**src/rtl/serial_adder_pkg.sv**
```systemverilog
// Shared definitions for the bit-serial adder sequencer: FSM encoding and default width.
package serial_adder_pkg;

  localparam int DEFAULT_WIDTH = 4;

  typedef enum logic [1:0] {
    IDLE = 2'd0,
    RUN  = 2'd1,
    DONE = 2'd2
  } state_e;

endpackage

```
**src/rtl/full_adder_bit.sv**
```systemverilog
// One-bit full-adder cell; the single adder resource the sequencer time-shares.
module full_adder_bit (
  input  logic a,
  input  logic b,
  input  logic cin,
  output logic s,
  output logic cout
);

  assign s    = a ^ b ^ cin;
  assign cout = (a & b) | (a & cin) | (b & cin);

endmodule

```
**src/rtl/serial_adder_ctrl.sv**
```systemverilog
// Bit-serial adder sequencer: latches operands on a start edge, adds LSB first
// over WIDTH cycles through one full-adder cell, then presents sum/cout with a done pulse.
module serial_adder_ctrl
  import serial_adder_pkg::*;
#(
  parameter  int WIDTH = DEFAULT_WIDTH,
  localparam int CNT_W = $clog2(WIDTH + 1)
) (
  input  logic             clk,
  input  logic             rst,
  input  logic             start,
  input  logic [WIDTH-1:0] a,
  input  logic [WIDTH-1:0] b,
  input  logic             cin,
  output logic             busy,
  output logic             done,
  output logic [WIDTH-1:0] sum,
  output logic             cout
);

  localparam logic [CNT_W-1:0] LAST_BIT = CNT_W'(WIDTH - 1);

  state_e             state_q, state_d;
  logic               start_q;
  logic [WIDTH-1:0]   a_sr_q, a_sr_d;
  logic [WIDTH-1:0]   b_sr_q, b_sr_d;
  logic [WIDTH-1:0]   res_q, res_d;
  logic [WIDTH-1:0]   sum_q, sum_d;
  logic               cout_q, cout_d;
  logic               carry_q, carry_d;
  logic [CNT_W-1:0]   cnt_q, cnt_d;
  logic               start_edge;
  logic               fa_s, fa_cout;

  assign start_edge = start & ~start_q;

  full_adder_bit u_fa (
    .a    (a_sr_q[0]),
    .b    (b_sr_q[0]),
    .cin  (carry_q),
    .s    (fa_s),
    .cout (fa_cout)
  );

  always_comb begin
    // NOTE: every signal gets a hold value first so no path through the case leaves it unassigned (no latch).
    state_d = state_q;
    a_sr_d  = a_sr_q;
    b_sr_d  = b_sr_q;
    res_d   = res_q;
    sum_d   = sum_q;
    cout_d  = cout_q;
    carry_d = carry_q;
    cnt_d   = cnt_q;

    case (state_q)
      IDLE: begin
        if (start_edge) begin
          a_sr_d  = a;
          b_sr_d  = b;
          carry_d = cin;
          cnt_d   = '0;
          state_d = RUN;
        end
      end
      RUN: begin
        a_sr_d  = a_sr_q >> 1;
        b_sr_d  = b_sr_q >> 1;
        carry_d = fa_cout;
        // Sum bits enter at the MSB so the first (LSB) bit ends up at bit 0 after WIDTH shifts.
        res_d             = res_q >> 1;
        res_d[WIDTH-1]    = fa_s;
        cnt_d             = cnt_q + CNT_W'(1);
        if (cnt_q == LAST_BIT) begin
          sum_d   = res_d;
          cout_d  = fa_cout;
          state_d = DONE;
        end
      end
      DONE:    state_d = IDLE;
      default: state_d = IDLE;
    endcase
  end

  always_ff @(posedge clk or posedge rst) begin
    if (rst) begin
      state_q <= IDLE;
      start_q <= 1'b0;
      a_sr_q  <= '0;
      b_sr_q  <= '0;
      res_q   <= '0;
      sum_q   <= '0;
      cout_q  <= 1'b0;
      carry_q <= 1'b0;
      cnt_q   <= '0;
    end else begin
      // NOTE: non-blocking so every flop samples pre-edge values regardless of statement order.
      state_q <= state_d;
      start_q <= start;
      a_sr_q  <= a_sr_d;
      b_sr_q  <= b_sr_d;
      res_q   <= res_d;
      sum_q   <= sum_d;
      cout_q  <= cout_d;
      carry_q <= carry_d;
      cnt_q   <= cnt_d;
    end
  end

  assign busy = (state_q == RUN);
  assign done = (state_q == DONE);
  assign sum  = sum_q;
  assign cout = cout_q;

endmodule

```
**config.mk**
```make
export PLATFORM = sky130hd
export DESIGN_NAME = serial_adder_ctrl
export DESIGN_NICKNAME = d
export VERILOG_FILES = /design/src/rtl/serial_adder_pkg.sv /design/src/rtl/full_adder_bit.sv /design/src/rtl/serial_adder_ctrl.sv
export SDC_FILE = /design/constraint.sdc
export NUM_CORES = 1
export LEC_CHECK = 0
export BUFFER_PORTS_ARGS = -buffer_cell sky130_fd_sc_hd__buf_2
export CORE_ASPECT_RATIO = 2
export CORE_MARGIN = 2
export CORE_UTILIZATION = 30
export DETAILED_ROUTE_END_ITERATION = 10
export GPL_TIMING_DRIVEN = 0
export MAX_ROUTING_LAYER = met4
export PLACE_DENSITY = 0.6
export SLEW_MARGIN = 20
export SYNTH_ARGS = -nofsm -noshare
export SYNTH_HDL_FRONTEND = slang
export SYNTH_HIERARCHICAL = 1
export SYNTH_SLANG_ARGS = --single-unit
```
**constraint.sdc**
```tcl
create_clock -name clk -period 2.2 [get_ports clk]
set_clock_uncertainty 0.2 [all_clocks]
set_input_delay 0.22 -clock clk [delete_from_list [all_inputs] [get_ports clk]]
set_output_delay 0.22 -clock clk [all_outputs]
set_load 0.01 [all_outputs]
```
==> results.toml, run 1 <==
[timing]
finalCriticalPeriod_ps = 1672
drv_slew = 0
max_freq_ghz = 0.5980
setup_viol = 0
finalCritPeriodShare = 0.7601
worst_pin_slew_ps = 838.9
slew_headroom = 0.4401
setup_tns_ps = 0
rsz0062_at_grt = "false"
hold_viol_final = 0

[cells_and_area]
finalNonFillerCells = 156
num_antenna_cells = 0
final-seq-area_um2 = 575.6
postLayoutCoreUtil = 0.3668
layout-drive-gt1-share = 0.3458
multi_input_area_um2 = 462.9
fill_cells = 381
syn2layout_area_growth_pct = 19.82
nets = 123

[clocking]
htreeDepth = 1
cts-root-buf = "clkbuf_8"
clkTransAtPathRegs_ps = 80
clock_latency_ps = 260
cts_resized = 0
cts.path.max_buffers = 2
clock_sinks = 23
cts_made_buffers = 3
cts_tree = "built"

[global_routing]
grt_pass1_vias = 761
grt-ovfl-total = 0
grt_use_total = 0.1078
grt_pass1_wl_mm = 3.153
antenna_found_initial = 0
grt_max_degree = 24

[yosys]
async_flop_share = 1.000
synth_seq_cells = 23
synth.largest_area_cell = "dfrtp_1"
syn_inst = 83
synth_area_um2 = 1092
synth_edf_count = 0
yosysSeqAreaShare = 0.5269
yosysWarnings = 6
synth_top_area_share = 0.5269
syn_nets = 98
synth_area_per_cell_um2 = 13.16
synth_area_leaders = "dfrtp_1 (53%), mux2_4 (6.9%), o2bb2ai_1 (5.6%)"
ys.flop_type = "dfrtp_1"
synthDistinctLibCells = 25

[die]
core_um2 = 3568
boundaryPins = 19
initial_core_util = 0.3061
rows = 31
die_w_um = 46.67
fp.dieH_um = 89.34
dieArea_um2 = 4169

[setup_path]
arrival_ps = 1250
cp.buffers_inverters = 3
crit_path_start_kind = "flip-flop"
path_cells = "buf_2, buf_4, nor2b_1, buf_2"
cp_top_family = "buffers and inverters"
cp-end-kind = "primary output"
crit_type = "reg -> out"
cp_common_cell = "buf_2"
cp_slowest_cell = "dfrtp_1"
cp_data_required_time_ps = 1780
cpPeakStageDelay_ps = 370
worstPathMaxFanout = 10

[detailed_routing]
wl_met3_um = 75
drc = 0
drt_pass1_iterations = 4
drt-initial-drc-count = 11
highest_layer = "met4"
via_count = 716
ant_nets = 0
met1_length_um = 839
wl_met2_um = 997
post_drt_wl_per_cell_um = 12.41
vias_per_cell = 4.590
routed_wl_mm = 1.936

[place]
dp.cells = 150
port-buffer-count = 18
gp_congestion = 0.7364
dp_hpwl_mm = 1.483

[power]
swShare = 0.3378
pwr_density_cell_nw_per_um2 = 1258
p_leak_nw = 0.6250
clkPwrFrac = 0.154
internal_power_mw = 1.090
seq_power_share = 0.420
power.switching_mw = 0.5560
power_frac_comb = 0.426
ir_worst_vdd_uv = 336.8

[min_path]
hold_class = "in -> reg"

[job]
cap_viol_max_count = 0

[status]
outcome = "completed"
==> state kept, by name, summed over array words and instances, names as in the netlist <==
name and cells:
a_sr_q 4, b_sr_q 4, sum 4, cnt_q 3, res_q 3, state_q 2
carry_q 1, cout 1, start_q 1
==> worst register-to-register path, delay by kind of cell (launching register included) <==
family / cells / cell delay [ps]
and+or+nand+nor: 1 / 140
adders and majority gates: 2 / 420
DFF: 1 / 390
muxes: 1 / 320
==> through the flow <==
stage          power [mW]  cell area, um^2  hold slack (ps)  setup WS, ps
2_1_floorplan       1.227             1092            21.92         702.0
3_3_place_gp        1.383             1244            172.9         648.1
3_5_place_dp        1.417             1244            176.3         626.4
4_1_cts             1.678             1309            179.1         503.7
5_1_grt             1.772             1309            207.0         450.0
6_report            1.646             1309            182.0         527.9
==> worst paths after layout <==
path	slack, ps	endpoint	depth (start not counted)	startpoint
setup / recovery	530	done	4	state_q[0]$_DFFE_PP0P_
hold / removal	180	b_sr_q[0]$_DFFE_PP0P_	4	b[0]
setup reg to reg	620	sum[1]$_DFFE_PP0P_	4	cnt_q[0]$_DFFE_PP0P_
hold reg to reg	290	res_q[1]$_DFFE_PP0N_	1	res_q[1]$_DFFE_PP0N_
max in group asynchronous	810	start_q$_DFF_PP0_	3	rst
min in group asynchronous	470	b_sr_q[3]$_DFFE_PP0P_	3	rst
==> cell usage after synthesis, types with 3 or more instances <==
library cell and n:
mux2_4 5, mux2_1 3, a22oi_1 7, nor2b_1 8, o2bb2ai_1 7, dfrtp_1 23, inv_1 3
==> kinds of logic after synthesis <==
family / share of synthesized area
flops: 0.5269
compound gates: 0.1558
simple gates: 0.1065
mux: 0.1203
buf+inv: 0.04924
fa+ha+maj: 0.04123
==> area by class of cell <==
cell class / count / area share
inverter: 4 / 0.01147
timing repair buffer: 20 / 0.08413
clock buffer: 4 / 0.03442
tap: 49 / 0.04684
buffer: 5 / 0.02964
multi-input combinational: 51 / 0.3537
sequential: 23 / 0.4398
==> cells in the final DEF (no fill, tap or decap), drive strengths merged <==
master,netlist,layout
o21ai,2,2
inv,4,4
dlygate4sd3,0,2
dfrtp,23,23
mux2,10,10
nor4bb,2,2
nand2b,1,1
ha,2,2
nand2,3,3
a22oi,7,7
clkbuf,1,5
o2bb2ai,7,7
buf,4,22
nor2,1,1
nor2b,10,10
a22o,2,2
o21bai,1,1
fa,1,1
a21oi,2,2
==> power by group through the flow <==
| stage | Sequential (mW) | Clock, mW | Combinational [mW] |
|---|---|---|---|
| 2_1_floorplan | 0.698 | 0 | 0.529 |
| 3_3_place_gp | 0.694 | 0 | 0.690 |
| 3_5_place_dp | 0.703 | 0 | 0.714 |
| 4_1_cts | 0.695 | 0.264 | 0.718 |
| 5_1_grt | 0.712 | 0.287 | 0.773 |
| 6_report | 0.692 | 0.253 | 0.701 |
==> routing by layer <==
| layer | track usage | vias up |
|---|---|---|
| li1 | - | 343 |
| met1 | 0.1198 | 350 |
| met2 | 0.1755 | 21 |
| met3 | 0.01818 | 2 |
| met4 | 0.06061 | 0 |
| met5 | - | - |
==> timing repair <==
action,in CTS,in global routing
hold buffers,2,0
endpoints found under the hold margin,24,0
setup buffers,0,0
(Power assumes the default switching activity.)
==> run 2, diff against run 1 <==
==> constraint.sdc (replaced) <==
create_clock -name clk -period 1.69 [get_ports clk]
set_clock_uncertainty 0.2 [all_clocks]
set_input_delay 0.169 -clock clk [delete_from_list [all_inputs] [get_ports clk]]
set_output_delay 0.169 -clock clk [all_outputs]
set_load 0.01 [all_outputs]
==> run 2 against run 1 <==
Effect of this change:
- first-iteration DRC count rose by 9.1%
- critical path depth is the same
- wire length rose by 1.6%
- via count is 0.98% higher
- critical endpoint unchanged
- largest cell class unchanged
==> results.toml, run 2 (same netlist as run 1, synthesis figures left out) <==
[status]
outcome = "completed"

[cells_and_area]
syn2layout_area_growth_pct = 20.05
fill_cells = 379
layout_commonest_cell = "dfrtp_1"
num_antenna_cells = 0
multi_input_area_um2 = 462.9
layout-drive-gt1-share = 0.3458
final_cell_mix = "dfrtp_1 (23), buf_2 (18), nor2b_1 (8)"
nets = 123
final-seq-area_um2 = 575.6

[detailed_routing]
routed_wl_mm = 1.967
vias_per_cell = 4.635
drt-initial-drc-count = 12
post_drt_wl_per_cell_um = 12.61
ant_nets = 0
drc = 0
via_count = 723
drt_pass1_iterations = 4

[timing]
hold_viol_final = 0
setup_viol = 0
worst_pin_slew_ps = 837.1
drv_slew = 0
whs_ps = 126.8
fin_ws_ps = 94.37
rsz0062_at_grt = "false"
setup_tns_ps = 0
finalCriticalPeriod_ps = 1596
max_freq_ghz = 0.6267
finalCritPeriodShare = 0.9442
slew_headroom = 0.4413

[clocking]
postCtsSetupBuffers = 0
clock_latency_ps = 260
clkTransAtPathRegs_ps = 80
cts_made_buffers = 3
htreeDepth = 1
cts.path.max_buffers = 2
cts_tree = "built"
cts-root-buf = "clkbuf_8"
clock_sinks = 23

[setup_path]
cpPeakStageDelay_ps = 380
crit_type = "reg -> out"
cp.buffers_inverters = 3
cp_data_required_time_ps = 1320
cp_top_family = "buffers and inverters"
cp_common_cell = "buf_4"
cp_slowest_cell = "dfrtp_1"
worstPathMaxFanout = 10
path_cells = "buf_4, buf_4, nor2b_1, buf_2"
cp-end-kind = "primary output"
crit_path_start_kind = "flip-flop"
arrival_ps = 1230

[min_path]
hold_class = "in -> reg"

[power]
clkPwrFrac = 0.153
p_leak_nw = 0.6260
seq_power_share = 0.419
power_mw = 2.156
power.switching_mw = 0.7298
power_frac_comb = 0.428
swShare = 0.3385
ir_worst_vdd_uv = 450.6
internal_power_mw = 1.426
pwr_density_cell_nw_per_um2 = 1644

[die]
die_w_um = 46.67
initial_core_util = 0.3061
rows = 31
core_um2 = 3568
fp.dieH_um = 89.34
boundaryPins = 19
dieArea_um2 = 4169

[global_routing]
antenna_found_initial = 0
grt_use_total = 0.1078
grt_max_degree = 24
grt-ovfl-total = 0
grt_pass1_wl_mm = 3.153
grt_pass1_vias = 761

[place]
gp_congestion = 0.7364
post-place-ws_ps = 116.4
dp_hpwl_mm = 1.483
port-buffer-count = 18

[job]
cap_viol_max_count = 0
-- run 2: metrics by stage --
step                  util  area [um^2]  instances
finish              0.3675         1311        156
global route        0.3675         1311        156
CTS                 0.3668         1309        156
detailed placement  0.3485         1244        150
global placement    0.3485         1244        150
floorplan                -         1092         83
-- run 2: path summary, 6_finish.rpt --
check / startpoint / endpoint / slack (ps) / cells past startpoint
max in group asynchronous: rst / start_q$_DFF_PP0_ / 360 / 3
max: state_q[0]$_DFFE_PP0P_ / done / 90 / 4
min reg2reg: res_q[1]$_DFFE_PP0N_ / res_q[1]$_DFFE_PP0N_ / 290 / 1
min: b[0] / b_sr_q[0]$_DFFE_PP0P_ / 130 / 4
max reg2reg: cnt_q[0]$_DFFE_PP0P_ / sum[1]$_DFFE_PP0P_ / 120 / 4
min in group asynchronous: rst / b_sr_q[3]$_DFFE_PP0P_ / 410 / 3
-- run 2: worst reg2reg max path: cells and delay by family (launching register included) --
kind / cells / cell delay, ps
DFF: 1 / 390
muxes: 1 / 320
adders and majority gates: 2 / 420
and+or+nand+nor: 1 / 140
-- run 2: layout make-up --
type / count / share of cell area
buffer: 5 / 0.03149
clock buffer: 4 / 0.03435
inverter: 4 / 0.01145
multi-input combinational: 51 / 0.3531
sequential: 23 / 0.4389
tap: 49 / 0.04676
timing repair buffer: 20 / 0.08397
-- run 2: timing repair --
action                                 CTS  global route
setup endpoints to repair                0             1
endpoints found under the hold margin   24             0
gates resized for setup                  0             2
hold buffers                             2             0
-- run 2: power by group through the flow --
stage / Combinational (mW) / Sequential [mW] / Clock, mW
floorplan: 0.689 / 0.909 / 0
global placement: 0.898 / 0.903 / 0
detailed placement: 0.930 / 0.915 / 0
global route: 1.01 / 0.927 / 0.373
finish: 0.923 / 0.903 / 0.330
CTS: 0.935 / 0.905 / 0.344
-- run 2: metal layers --
metal	vias up	global-route usage	wire length, um
met3	6	0.01818	69
met1	352	0.1198	860
met5	-	-	0
li1	342	-	-
met4	0	0.06061	51
met2	23	0.1755	986
==> run 3, diff against run 2 <==
--- a/config.mk
+++ b/config.mk
@@ -12,7 +12,6 @@
 export DETAILED_ROUTE_END_ITERATION = 10
 export GPL_TIMING_DRIVEN = 0
 export MAX_ROUTING_LAYER = met4
-export PLACE_DENSITY = 0.6
 export SLEW_MARGIN = 20
 export SYNTH_ARGS = -nofsm -noshare
 export SYNTH_HDL_FRONTEND = slang
==> constraint.sdc (replaced) <==
create_clock -name clk -period 1.62 [get_ports clk]
set_clock_uncertainty 0.2 [all_clocks]
set_input_delay 0.162 -clock clk [delete_from_list [all_inputs] [get_ports clk]]
set_output_delay 0.162 -clock clk [all_outputs]
set_load 0.01 [all_outputs]
==> run 3 against run 2 <==
Effect of this change:
- die area did not move
- clock power rose by 4%
- non-clock buffer count did not move
- critical endpoint is now sum[1]$_DFFE_PP0P_
- power rose by 4.5%
- sequential share of layout area fell by 0.13 points
- final area rose by 0.29%
- first-iteration DRC count fell by 8.3%
- core utilization rose by 0.11 points
- global-route usage did not move
==> results.toml, run 3 (same netlist as run 1, synthesis figures left out) <==
[status]
outcome = "completed"

[place]
dp.cells = 150
dp_hpwl_mm = 1.483
gp_congestion = 0.7364
port-buffer-count = 18

[clocking]
clock_sinks = 23
clock_latency_ps = 260
clkTransAtPathRegs_ps = 80
cts-root-buf = "clkbuf_8"
cts.path.max_buffers = 2
htreeDepth = 1
cts_tree = "built"
postCtsSetupBuffers = 0
cts_made_buffers = 3

[setup_path]
crit_path_start_kind = "flip-flop"
cp_data_required_time_ps = 1560
crit_start = "cnt_q[0]$_DFFE_PP0P_"
arrival_ps = 1520
cp-end-kind = "flip-flop"
crit_path_end = "sum[1]$_DFFE_PP0P_"
r2r_slack_ps = 50
crit_type = "reg -> reg"
r2r-end = "sum[1]$_DFFE_PP0P_"
worstPathMaxFanout = 6
reg2regPathDepth = 4
rr_startpoint = "cnt_q[0]$_DFFE_PP0P_"

[detailed_routing]
ant_nets = 0
drt-initial-drc-count = 11
post_drt_wl_per_cell_um = 12.42
routed_wl_mm = 1.938
via_count = 717
vias_per_cell = 4.596
drt_pass1_iterations = 4
drc = 0

[cells_and_area]
nets = 123
final-seq-area_um2 = 575.6
multi_input_area_um2 = 462.9
layout_commonest_cell = "dfrtp_1"
final_cell_mix = "dfrtp_1 (23), buf_2 (18), nor2b_1 (8)"
finalNonFillerCells = 156
fill_cells = 379
syn2layout_area_growth_pct = 20.39
postLayoutCoreUtil = 0.3685
num_antenna_cells = 0
layout-drive-gt1-share = 0.3458

[power]
pwr_density_cell_nw_per_um2 = 1714
p_leak_nw = 0.6274
ir_worst_vdd_uv = 473.8

[timing]
worst_pin_slew_ps = 838.2
setup_viol = 0
whs_ps = 124.0
drv_slew = 0
finalCritPeriodShare = 0.9719
max_freq_ghz = 0.6351
finalCriticalPeriod_ps = 1575
hold_viol_final = 0
slew_headroom = 0.4406

[global_routing]
antenna_found_initial = 0
grt-ovfl-total = 0
grt_pass1_wl_mm = 3.139
grt_max_degree = 24
grt_pass1_vias = 758
grt_use_total = 0.1078

[die]
boundaryPins = 19
rows = 31
dieArea_um2 = 4169
core_um2 = 3568
initial_core_util = 0.3061
fp.dieH_um = 89.34
die_w_um = 46.67

[job]
cap_viol_max_count = 0

[min_path]
hold_class = "in -> reg"
run 3: cell types whose count changed in the layout (fill, tap and decap cells not counted):
| cell | delta |
|---|---|
| buf_4 | -1 |
| buf_6 | +1 |
run 3: cell type report:
type,instances,area share
buffer,5,0.03425
clock buffer,4,0.03425
inverter,4,0.01142
multi-input combinational,51,0.3520
sequential,23,0.4377
tap,49,0.04662
timing repair buffer,20,0.08373
run 3: worst min-delay path by stage:
stage                                        to   from  slack [ps]  cells past startpoint
after floorplan           a_sr_q[0]$_DFFE_PP0P_    rst         -40                      1
after global placement        start_q$_DFF_PP0_  start         110                      1
after detailed placement      start_q$_DFF_PP0_  start         120                      1
after CTS                 b_sr_q[0]$_DFFE_PP0P_   b[0]         120                      4
after global routing      b_sr_q[2]$_DFFE_PP0P_   b[2]         150                      4
final                     b_sr_q[0]$_DFFE_PP0P_   b[0]         120                      4
run 3: worst max-delay path, cell delays in order (launching register included):
cell and delay, ps:
dfrtp_1 390, ha_1 200, ha_1 220, nand2_4 140, mux2_4 310
run 3: per-stage QoR:
stage	instance area, um^2	power [mW]	setup TNS (ps)	setup slack (ps)
after floorplan	1092	1.667	0	122.0
after global placement	1244	1.879	0	68.14
after detailed placement	1244	1.924	0	46.41
after CTS	1311	2.287	0	10.20
after global routing	1315	2.426	-4.681	-4.681
final	1315	2.254	0	45.47
run 3: routing by layer:
metal	routed length, um	track usage	vias to the layer above
li1	-	-	343
met3	75	0.01818	2
met4	23	0.06061	0
met1	837	0.1198	351
met2	1001	0.1755	21
met5	0	-	-
run 3: report_power, final:
| group | internal, mW | switching [mW] | total, mW |
|---|---|---|---|
| logic | 0.518 | 0.450 | 0.968 |
| registers | 0.803 | 0.140 | 0.943 |
| clock network | 0.175 | 0.168 | 0.343 |
| total | 1.50 | 0.758 | 2.25 |
run 3: repair_timing:
item,4_1_cts,5_1_grt
hold buffers,2,0
resized for setup,1,1
endpoints found under the setup margin,1,1
endpoints found under the hold margin,24,0
